<file path="src/rtl/start_screen_pkg.sv">
// Shared types and constants for the start-screen renderer and its ROM image.
package start_screen_pkg;

  typedef enum logic [1:0] {
    HIDDEN   = 2'd0,
    FADE_IN  = 2'd1,
    SHOW     = 2'd2,
    FADE_OUT = 2'd3
  } state_t;

  localparam int LEVEL_MAX  = 8;
  localparam int LEVEL_W    = 4;
  localparam int ROM_AW     = 17;
  localparam int IMG_WIDTH  = 384;
  localparam int IMG_HEIGHT = 192;
  localparam int IMG_WORDS  = IMG_WIDTH * IMG_HEIGHT;

  // Scale one 8-bit channel by level/8 (level 8 = unity, level 0 = black).
  function automatic logic [7:0] fade_channel(input logic [7:0] ch,
                                              input logic [LEVEL_W-1:0] level);
    logic [11:0] prod;
    prod = 12'(ch) * 12'(level);
    return prod[10:3];
  endfunction

endpackage

</file>
<file path="src/rtl/start_screen_renderer_fade_scaler.sv">
// One colour channel of the output stage: brightness scale plus blanking.
module fade_scaler
  import start_screen_pkg::*;
(
  input  logic               Clk,
  input  logic               Reset,
  input  logic               en,
  input  logic [7:0]         ch,
  input  logic [LEVEL_W-1:0] level,
  output logic [7:0]         px
);

  logic [7:0] px_d;
  logic [7:0] px_q;

  // Blanked pixels are forced black, visible ones are scaled by the fade level.
  always_comb begin
    px_d = 8'd0;
    if (en) px_d = fade_channel(ch, level);
  end

  // Output register of the last pipeline stage.
  always_ff @(posedge Clk) begin
    if (Reset) px_q <= 8'd0;
    else       px_q <= px_d;
  end

  assign px = px_q;

endmodule

</file>
<file path="src/rtl/start_screen_renderer.sv">
// Start-screen renderer: address generation for the palette ROM, fade sequencing
// and brightness scaling of the decoded colour. DrawX/DrawY to RGB is 3 cycles.
module start_screen_renderer
  import start_screen_pkg::*;
#(
  parameter int          X0          = 128,
  parameter int          Y0          = 144,
  parameter int          IMG_W       = IMG_WIDTH,
  parameter int          IMG_H       = IMG_HEIGHT,
  parameter int          FADE_FRAMES = 4,
  parameter logic [23:0] BG_COLOR    = 24'h000000
) (
  input  logic              Clk,
  input  logic              Reset,
  input  logic [9:0]        DrawX,
  input  logic [9:0]        DrawY,
  input  logic              display_en,
  input  logic              vs,
  input  logic              show_req,
  input  logic              start_press,
  output logic [ROM_AW-1:0] rom_addr,
  input  logic [23:0]       rom_data,
  output logic [7:0]        Red,
  output logic [7:0]        Green,
  output logic [7:0]        Blue,
  output logic              active,
  output logic              screen_done
);

  // Pipeline registers
  logic [ROM_AW-1:0] rom_addr_d, rom_addr_q;
  logic              in_img_s1_d, in_img_s1_q, in_img_s2_q;
  logic              en_s1_d, en_s1_q, en_s2_q;
  logic [9:0]        dx, dy;

  // Sequencer registers
  state_t             state_d, state_q;
  logic [LEVEL_W-1:0] level_d, level_q;
  logic [3:0]         frame_cnt_d, frame_cnt_q;
  logic               vs_q;
  logic               done_d, done_q;
  logic               active_d, active_q;
  logic               tick, step;

  // S1: region test via wrapping 10-bit offsets, so pixels left of/above the image fail too.
  always_comb begin
    dx          = DrawX - 10'(X0);
    dy          = DrawY - 10'(Y0);
    in_img_s1_d = (dx < 10'(IMG_W)) && (dy < 10'(IMG_H));
    en_s1_d     = display_en;
    rom_addr_d  = '0;
    if (in_img_s1_d) rom_addr_d = ROM_AW'(dy) * ROM_AW'(IMG_W) + ROM_AW'(dx);
  end

  // S1/S2 registers: address to the ROM plus flags delayed to match its latency.
  always_ff @(posedge Clk) begin
    if (Reset) begin
      rom_addr_q  <= '0;
      in_img_s1_q <= 1'b0;
      en_s1_q     <= 1'b0;
      in_img_s2_q <= 1'b0;
      en_s2_q     <= 1'b0;
    end else begin
      rom_addr_q  <= rom_addr_d;
      in_img_s1_q <= in_img_s1_d;
      en_s1_q     <= en_s1_d;
      in_img_s2_q <= in_img_s1_q;
      en_s2_q     <= en_s1_q;
    end
  end

  // S3: one scaler per channel, red in the top byte.
  logic [23:0] src;
  logic [7:0]  px_out [3];

  assign src = in_img_s2_q ? rom_data : BG_COLOR;

  generate
    for (genvar gi = 0; gi < 3; gi++) begin : g_chan
      fade_scaler u_scaler (
        .Clk   (Clk),
        .Reset (Reset),
        .en    (en_s2_q),
        .ch    (src[23-8*gi -: 8]),
        .level (level_q),
        .px    (px_out[gi])
      );
    end
  endgenerate

  assign Red   = px_out[0];
  assign Green = px_out[1];
  assign Blue  = px_out[2];

  // Frame tick on the vs falling edge; a fade step every FADE_FRAMES ticks.
  assign tick = vs_q & ~vs;
  assign step = tick && (frame_cnt_q == 4'(FADE_FRAMES - 1));

  // Next-state logic; start_press beats a coincident step while fading in.
  always_comb begin
    state_d     = state_q;
    level_d     = level_q;
    frame_cnt_d = frame_cnt_q;
    done_d      = 1'b0;
    if (tick) frame_cnt_d = step ? 4'd0 : frame_cnt_q + 4'd1;
    case (state_q)
      HIDDEN: begin
        level_d = '0;
        if (show_req) state_d = FADE_IN;
      end
      FADE_IN: begin
        if (start_press) begin
          state_d = FADE_OUT;
        end else if (step) begin
          level_d = level_q + 1'b1;
          if (level_q == LEVEL_W'(LEVEL_MAX - 1)) state_d = SHOW;
        end
      end
      SHOW: begin
        level_d = LEVEL_W'(LEVEL_MAX);
        if (start_press) state_d = FADE_OUT;
      end
      FADE_OUT: begin
        // A fade-out started at level 0 still finishes on its next step.
        if (step) begin
          if (level_q <= LEVEL_W'(1)) begin
            level_d = '0;
            state_d = HIDDEN;
            done_d  = 1'b1;
          end else begin
            level_d = level_q - 1'b1;
          end
        end
      end
      default: begin
        state_d = HIDDEN;
        level_d = '0;
      end
    endcase
    if (state_d != state_q) frame_cnt_d = 4'd0;
    active_d = (state_d != HIDDEN);
  end

  // Sequencer state register.
  always_ff @(posedge Clk) begin
    if (Reset) begin
      state_q     <= HIDDEN;
      level_q     <= '0;
      frame_cnt_q <= 4'd0;
      vs_q        <= 1'b0;
      done_q      <= 1'b0;
      active_q    <= 1'b0;
    end else begin
      state_q     <= state_d;
      level_q     <= level_d;
      frame_cnt_q <= frame_cnt_d;
      vs_q        <= vs;
      done_q      <= done_d;
      active_q    <= active_d;
    end
  end

  assign rom_addr    = rom_addr_q;
  assign active      = active_q;
  assign screen_done = done_q;

endmodule

</file>
<file path="config.mk">
export PLATFORM = sky130hd
export DESIGN_NAME = start_screen_renderer
export DESIGN_NICKNAME = d
export VERILOG_FILES = /design/src/rtl/start_screen_pkg.sv /design/src/rtl/start_screen_renderer_fade_scaler.sv /design/src/rtl/start_screen_renderer.sv
export SDC_FILE = /design/constraint.sdc
export NUM_CORES = 1
export LEC_CHECK = 0
export CORE_UTILIZATION = 49
export CTS_CLUSTER_SIZE = 8
export DETAILED_ROUTE_END_ITERATION = 8
export PLACE_DENSITY_LB_ADDON = 0.2
export SETUP_SLACK_MARGIN = 0.4
export SLEW_MARGIN = 20
export SYNTH_ARGS = -nofsm -noshare
export SYNTH_HDL_FRONTEND = slang
export SYNTH_SLANG_ARGS = --single-unit
</file>
<file path="constraint.sdc">
create_clock -name Clk -period 3.5 [get_ports Clk]
set_clock_uncertainty 0.2 [all_clocks]
set_input_delay 0.35 -clock Clk [delete_from_list [all_inputs] [get_ports Clk]]
set_output_delay 0.35 -clock Clk [all_outputs]
set_load 0.02 [all_outputs]
</file>
# --- Word level (Yosys, flattened, before mapping) ---
# Index checks and enable logic that the tools add are counted.
op_classes:
  n_bitwise: 6
  n_addsub: 6
  n_reduce_logical: 9
  n_eq_ne: 9
  mul: 4
  muxes: 16
  order_cmp: 3
op_table:
  columns: ["operator", "n"]
  rows:
  - ["8-bit by 4-bit multiplier with 11-bit output", 3]
  - ["24-bit two-way mux", 1]
  - ["4-bit two-way mux", 5]
  - ["10-bit by 8-bit subtractor with 10-bit output, second input constant", 2]
  - ["17-bit by 10-bit adder with 17-bit output", 1]
  - ["4-bit one-hot mux with 4 select lines", 1]
  - ["2-bit two-way mux", 7]
  - ["10-bit by 8-bit < comparator with 1-bit output, second input constant", 1]
  - ["10-bit by 9-bit < comparator with 1-bit output, second input constant", 1]
  - ["10-bit by 2-bit multiplier with 10-bit output, second input constant", 1]
  - ["4-bit by 1-bit adder with 4-bit output, second input constant", 2]
  - ["2-bit one-hot mux with 4 select lines", 1]
  - ["2-bit inequality test, second input constant", 3]
  - ["2-bit OR reduction", 3]
  - ["1-bit inverter", 5]
  - ["2-bit equality test, second input constant", 2]
  - ["4-bit by 2-bit equality test with 1-bit output, second input constant", 1]
  - ["4-bit by 3-bit equality test with 1-bit output, second input constant", 1]
  - ["4-bit by 1-bit <= comparator with 1-bit output, second input constant", 1]
  - ["4-bit by 1-bit subtractor with 4-bit output, second input constant", 1]
  - ["3-bit AND reduction", 1]
  - ["3-bit OR reduction", 1]
  - ["2-bit by 1-bit equality test with 1-bit output, second input constant", 1]
  - ["1-bit logical AND", 2]
  - ["other kinds (5)", 5]
totals:
  output_inout_bits: 43
  regBits: 58

# --- Logic depth before layout (Yosys ltp) ---
depth:
  ltp_word: 8
  mapped_depth: 15

# --- Cells and area by module ---
# Synthesis repeated with hierarchy kept, for this count alone.
unflattened:
  hier_cells: 617
  hier_area_um2: 5336.4
by_module_without_submodules:
  columns: ["mod", "seq_area_each_um2", "cells_each", "n_inst", "area_each_um2"]
  rows:
  - ["fade_scaler", 160.2, 120, 3, 1046.0]
  - ["start_screen_renderer", 680.7, 257, 1, 2198.4]

# --- Least setup slack after synthesis ---
# OpenSTA, ideal clock, no wires.
synth_path:
  kind: "register to register"
  from: "reg level_q[2]"
  to: "reg g_chan[2].u_scaler.px_q[7]"
  t_arrival_ps: 3515
  setup_slack_ps: -346
  path_buffers: 2
  stages_incl_launch_ff: 16
  setup_ps: 130
  cell_sequence: "dfxtp_1 -> clkbuf_1 -> and2_1 -> clkbuf_1 -> nand2_1 -> fa_1 -> inv_1 -> fa_1 -> inv_1 -> fa_1 -> nor2b_1 -> o21ai_1 -> a21boi_0 -> o41a_1 -> o21ai_0 -> nor3b_1"
synth_between:
  elab_chain_len: 1
synth_lines:
  columns: ["item", "line", "rtl"]
  rows:
  - ["start, declared", "start_screen_renderer.sv:38", "logic [LEVEL_W-1:0] level_d, level_q;"]
  - ["start signal, assigned", "start_screen_renderer.sv:155", "level_q <= level_d;"]
  - ["8-bit by 4-bit multiplier with 11-bit output", "start_screen_pkg.sv:22", "prod = 12'(ch) * 12'(level);"]
  - ["end signal, assigned", "start_screen_renderer_fade_scaler.sv:25", "else px_q <= px_d;"]
  - ["end, declared", "start_screen_renderer_fade_scaler.sv:14", "logic [7:0] px_q;"]
# No other way between the ends.
# A chain may end at the register's enable or synchronous reset.

# --- Worst setup path after layout ---
layout_path:
  from: "reg in_img_s2_q"
  to: "reg g_chan[1].u_scaler.px_q[7]"
layout_between:
  elab_chain_len: 2
layout_lines:
  columns: ["item", "line", "rtl"]
  rows:
  - ["start, declared", "start_screen_renderer.sv:32", "logic in_img_s1_d, in_img_s1_q, in_img_s2_q;"]
  - ["start signal, assigned", "start_screen_renderer.sv:67", "in_img_s2_q <= in_img_s1_q;"]
  - ["24-bit two-way mux", "start_screen_renderer.sv:76", "assign src = in_img_s2_q ? rom_data : BG_COLOR;"]
  - ["8-bit by 4-bit multiplier with 11-bit output", "start_screen_pkg.sv:22", null]
  - ["end signal, assigned", "start_screen_renderer_fade_scaler.sv:25", null]
  - ["end, declared", "start_screen_renderer_fade_scaler.sv:14", null]
# No other way between the ends.

==> qor.csv <==
stage,metric,value,unit
status,outcome,finished clean,
timing,worst_pin_slew,554.5,ps
global_routing,antenna_found_initial,0,
routing,wl_per_cell,14.71,um
worst_setup_path,worst_setup_path_start_kind,flop,
synthesis,synthCells,613,
placed_design,dp_slack,-210.4,ps
synthesis,avgSynthCellArea,8.469,um2
global_routing,overflow,0,
power_and_ir_drop,powerDensity,237.2,mW/mm2
worst_setup_path,rr_endpoint,g_chan[1].u_scaler.px[7],
synthesis,yosysWarnings,0,
floorplanning,die_height,104.9,um
floorplanning,dieArea,0.01101,mm2
worst_setup_path,ff2ff_path_depth,13,
worst_setup_path,cp-end-kind,flop,
power_and_ir_drop,power,1.723,mW
clock_tree,cts.path.max_buffers,2,
worst_setup_path,timing.rr.start,in_img_s2_q,
synthesis,yosys.area_share.simple,25.14,%
synthesis,synth-compound-area-share,11.30,%
routing,vias_per_cell,5.354,
synthesis,synth_top_family_by_area,adder cells,
timing,setup_ws,103.6,ps
layout,drive_above_1_share,21.84,%
layout,final_common_cell,clkdlybuf4s50_1,
layout,fillers,813,
synthesis,synth_xor_area_share,5.712,%
synthesis,synth_top_cell_by_area,dfxtp_1,
synthesis,muxShareOfSynthArea,0.8677,%
timing,slew_viol_final,0,
worst_setup_path,r2r_setup_slack,100,ps
synthesis,ys.flop_type,dfxtp_1,
worst_setup_path,critPathMaxFanout,8,
placed_design,gp_congestion,0.8784,
synthesis,synth_area_leaders,"dfxtp_1, fa_1, ha_1",
placed_design,dp_hpwl,9.864,mm
timing,hold_viol,0,
placed_design,numPortBuffers,92,
synthesis,synth_top_area_share,22.37,%
worst_hold_path,holdPathEnd,in_img_s2_q,
timing,relSlewSlack,62.75,%
clock_tree,htreeDepth,3,
floorplanning,initial_core_util,50.51,%
worst_hold_path,hp-start,in_img_s1_q,
worst_setup_path,critPathKind,reg2reg,
synthesis,synth_edf_count,0,
timing,period_minus_slack,3396,ps
clock_tree,path_clk_slew,70,ps
layout,final_nets,888,
timing,period_share,97.04,%
routing,drtIter0Drc,204,
power_and_ir_drop,leakage,3.334,nW
power_and_ir_drop,worst_ir_drop_vdd,0.0002433,V
worst_setup_path,cp.arrival,3480,ps
clock_tree,cts.sinks,58,
worst_hold_path,hold_class,reg2reg,
layout,antenna-diode-count,0,
synthesis,netlist_area,0.005191,mm2
timing,max_freq,0.2944,GHz
clock_tree,clk_latency,350,ps
routing,vias,4749,
timing,finalSetupViolCount,0,
layout,syn_to_final_growth,39.99,%
synthesis,synthAdderAreaFrac,27.67,%
synthesis,synth-seq-cells,58,
layout,layout_common_cells,"clkdlybuf4s50_1, inv_1, dfxtp_1",
global_routing,grt_pass1_wl,22.04,mm
clock_tree,cts_tree,done,
worst_hold_path,holdPathStages,1,
global_routing,grt_pass1_vias,4891,
synthesis,synthArstFlopShare,0,%
clock_tree,ctsRootBufferMaster,clkbuf_8,
floorplanning,num_io_pins,93,
run,maxCapViolations,0,
floorplanning,std_cell_rows,37,
routing,firstDrtPassIters,5,
clock_tree,cts_hold_buffers,0,
floorplanning,fp.coreArea,0.01028,mm2
routing,route.detailed.drc,0,
worst_setup_path,required,3580,ps
routing,ant_nets,0,
synthesis,syn-num-nets,755,
routing,routed_wl,13.05,mm
clock_tree,numCtsBuffers,9,
synthesis,ys_seq_area_share,22.37,%
synthesis,synth_cell_types,58,
global_routing,grt_max_degree,32,
floorplanning,die_width,104.9,um
global_routing,grt_use_total,25.04,%
timing,rsz0062_at_grt,true,
==> through the flow <==
step           cell area (um2)  hold WS, ps  utilization, %  setup TNS [ps]  instances
6_report                  7267        231.0           70.71               0        887
5_1_grt                   7267        262.8           70.71          -66.28        887
4_1_cts                   7047        241.0           68.57               0        879
3_5_place_dp              6728        229.5           65.46           -1290        859
3_3_place_gp              6728        216.4           65.46          -781.7        859
2_1_floorplan             5484        213.7               -               0        613
==> synth_stat cells, types with 5 or more instances <==
library cell,count
xor2_1,11
a21o_1,5
nor2b_1,17
ha_1,54
inv_1,67
nor3_1,27
fa_1,38
xnor2_1,21
nand2_1,56
and2_1,14
clkbuf_1,21
o21a_1,14
a21oi_1,23
o21ai_0,11
dfxtp_1,58
nor2_1,41
nand3_1,9
and3_1,56
==> kinds of logic after synthesis <==
group                    count (synthesis)
multiplexers                             4
flip-flops                              58
adder cells (fa/ha/maj)                 92
AND/OR/NAND/NOR                        248
XOR/XNOR                                33
AO/OA/AOI/OAI                           84
buffers and inverters                   94
==> sequential cells by signal, indices dropped and copies added, names as in the netlist <==
name                count
rom_addr               17
g_chan.u_scaler.px     24
level_q                 4
in_img_s1_q             1
screen_done             1
state_q                 2
in_img_s2_q             1
vs_q                    1
en_s1_q                 1
frame_cnt_q             4
active                  1
en_s2_q                 1
==> routing by layer <==
metal  GRT usage (%)  part of all wire (%)
met1           29.20                    42
met2           44.84                    52
met3           5.053                   5.0
met4           9.859                   1.5
met5               0                     0
==> power breakdown <==
part           switching [mW]  internal, mW  total, mW
clock                   0.285         0.346      0.631
combinational           0.202         0.203      0.405
sequential             0.0138         0.673      0.687
==> cell type report <==
type / count / area, um2 / area share [%]
clock buffer: 11 / 141.4 / 1.946
clock inverter: 5 / 53.80 / 0.7404
inverter: 69 / 259.0 / 3.564
multi-input combinational: 461 / 4096 / 56.37
sequential: 58 / 1169 / 16.08
tap: 136 / 170.2 / 2.342
timing repair buffer: 147 / 1378 / 18.96
==> worst max path at each step <==
stage | startpoint | end | slack (ps) | cells past startpoint
after CTS | in_img_s2_q | g_chan[0].u_scaler.px[7] | 150 | 13
after detailed placement | rom_data[3] | g_chan[2].u_scaler.px[7] | -210 | 13
after global placement | rom_data[1] | g_chan[2].u_scaler.px[7] | -170 | 13
after floorplan | level_q[3] | g_chan[2].u_scaler.px[7] | 180 | 14
final | in_img_s2_q | g_chan[1].u_scaler.px[7] | 100 | 13
after global routing | in_img_s2_q | g_chan[1].u_scaler.px[7] | -40 | 13
==> worst max-delay path, stage by stage, from the launching register on <==
cell	delay, ps
dfxtp_4	380
and2_4	240
nand2_4	60
fa_1	530
inv_1	50
fa_1	560
inv_2	60
fa_2	370
nor2b_4	140
o21ai_2	90
a21boi_2	220
o211ai_1	140
and3_1	170
nor3_2	130
==> timing repair <==
item                       CTS  global route
setup endpoints to repair   16            24
resized for setup           16            39
setup buffers                4             8
pin swaps                   13            28
Power figures use the tool's default switching activity.
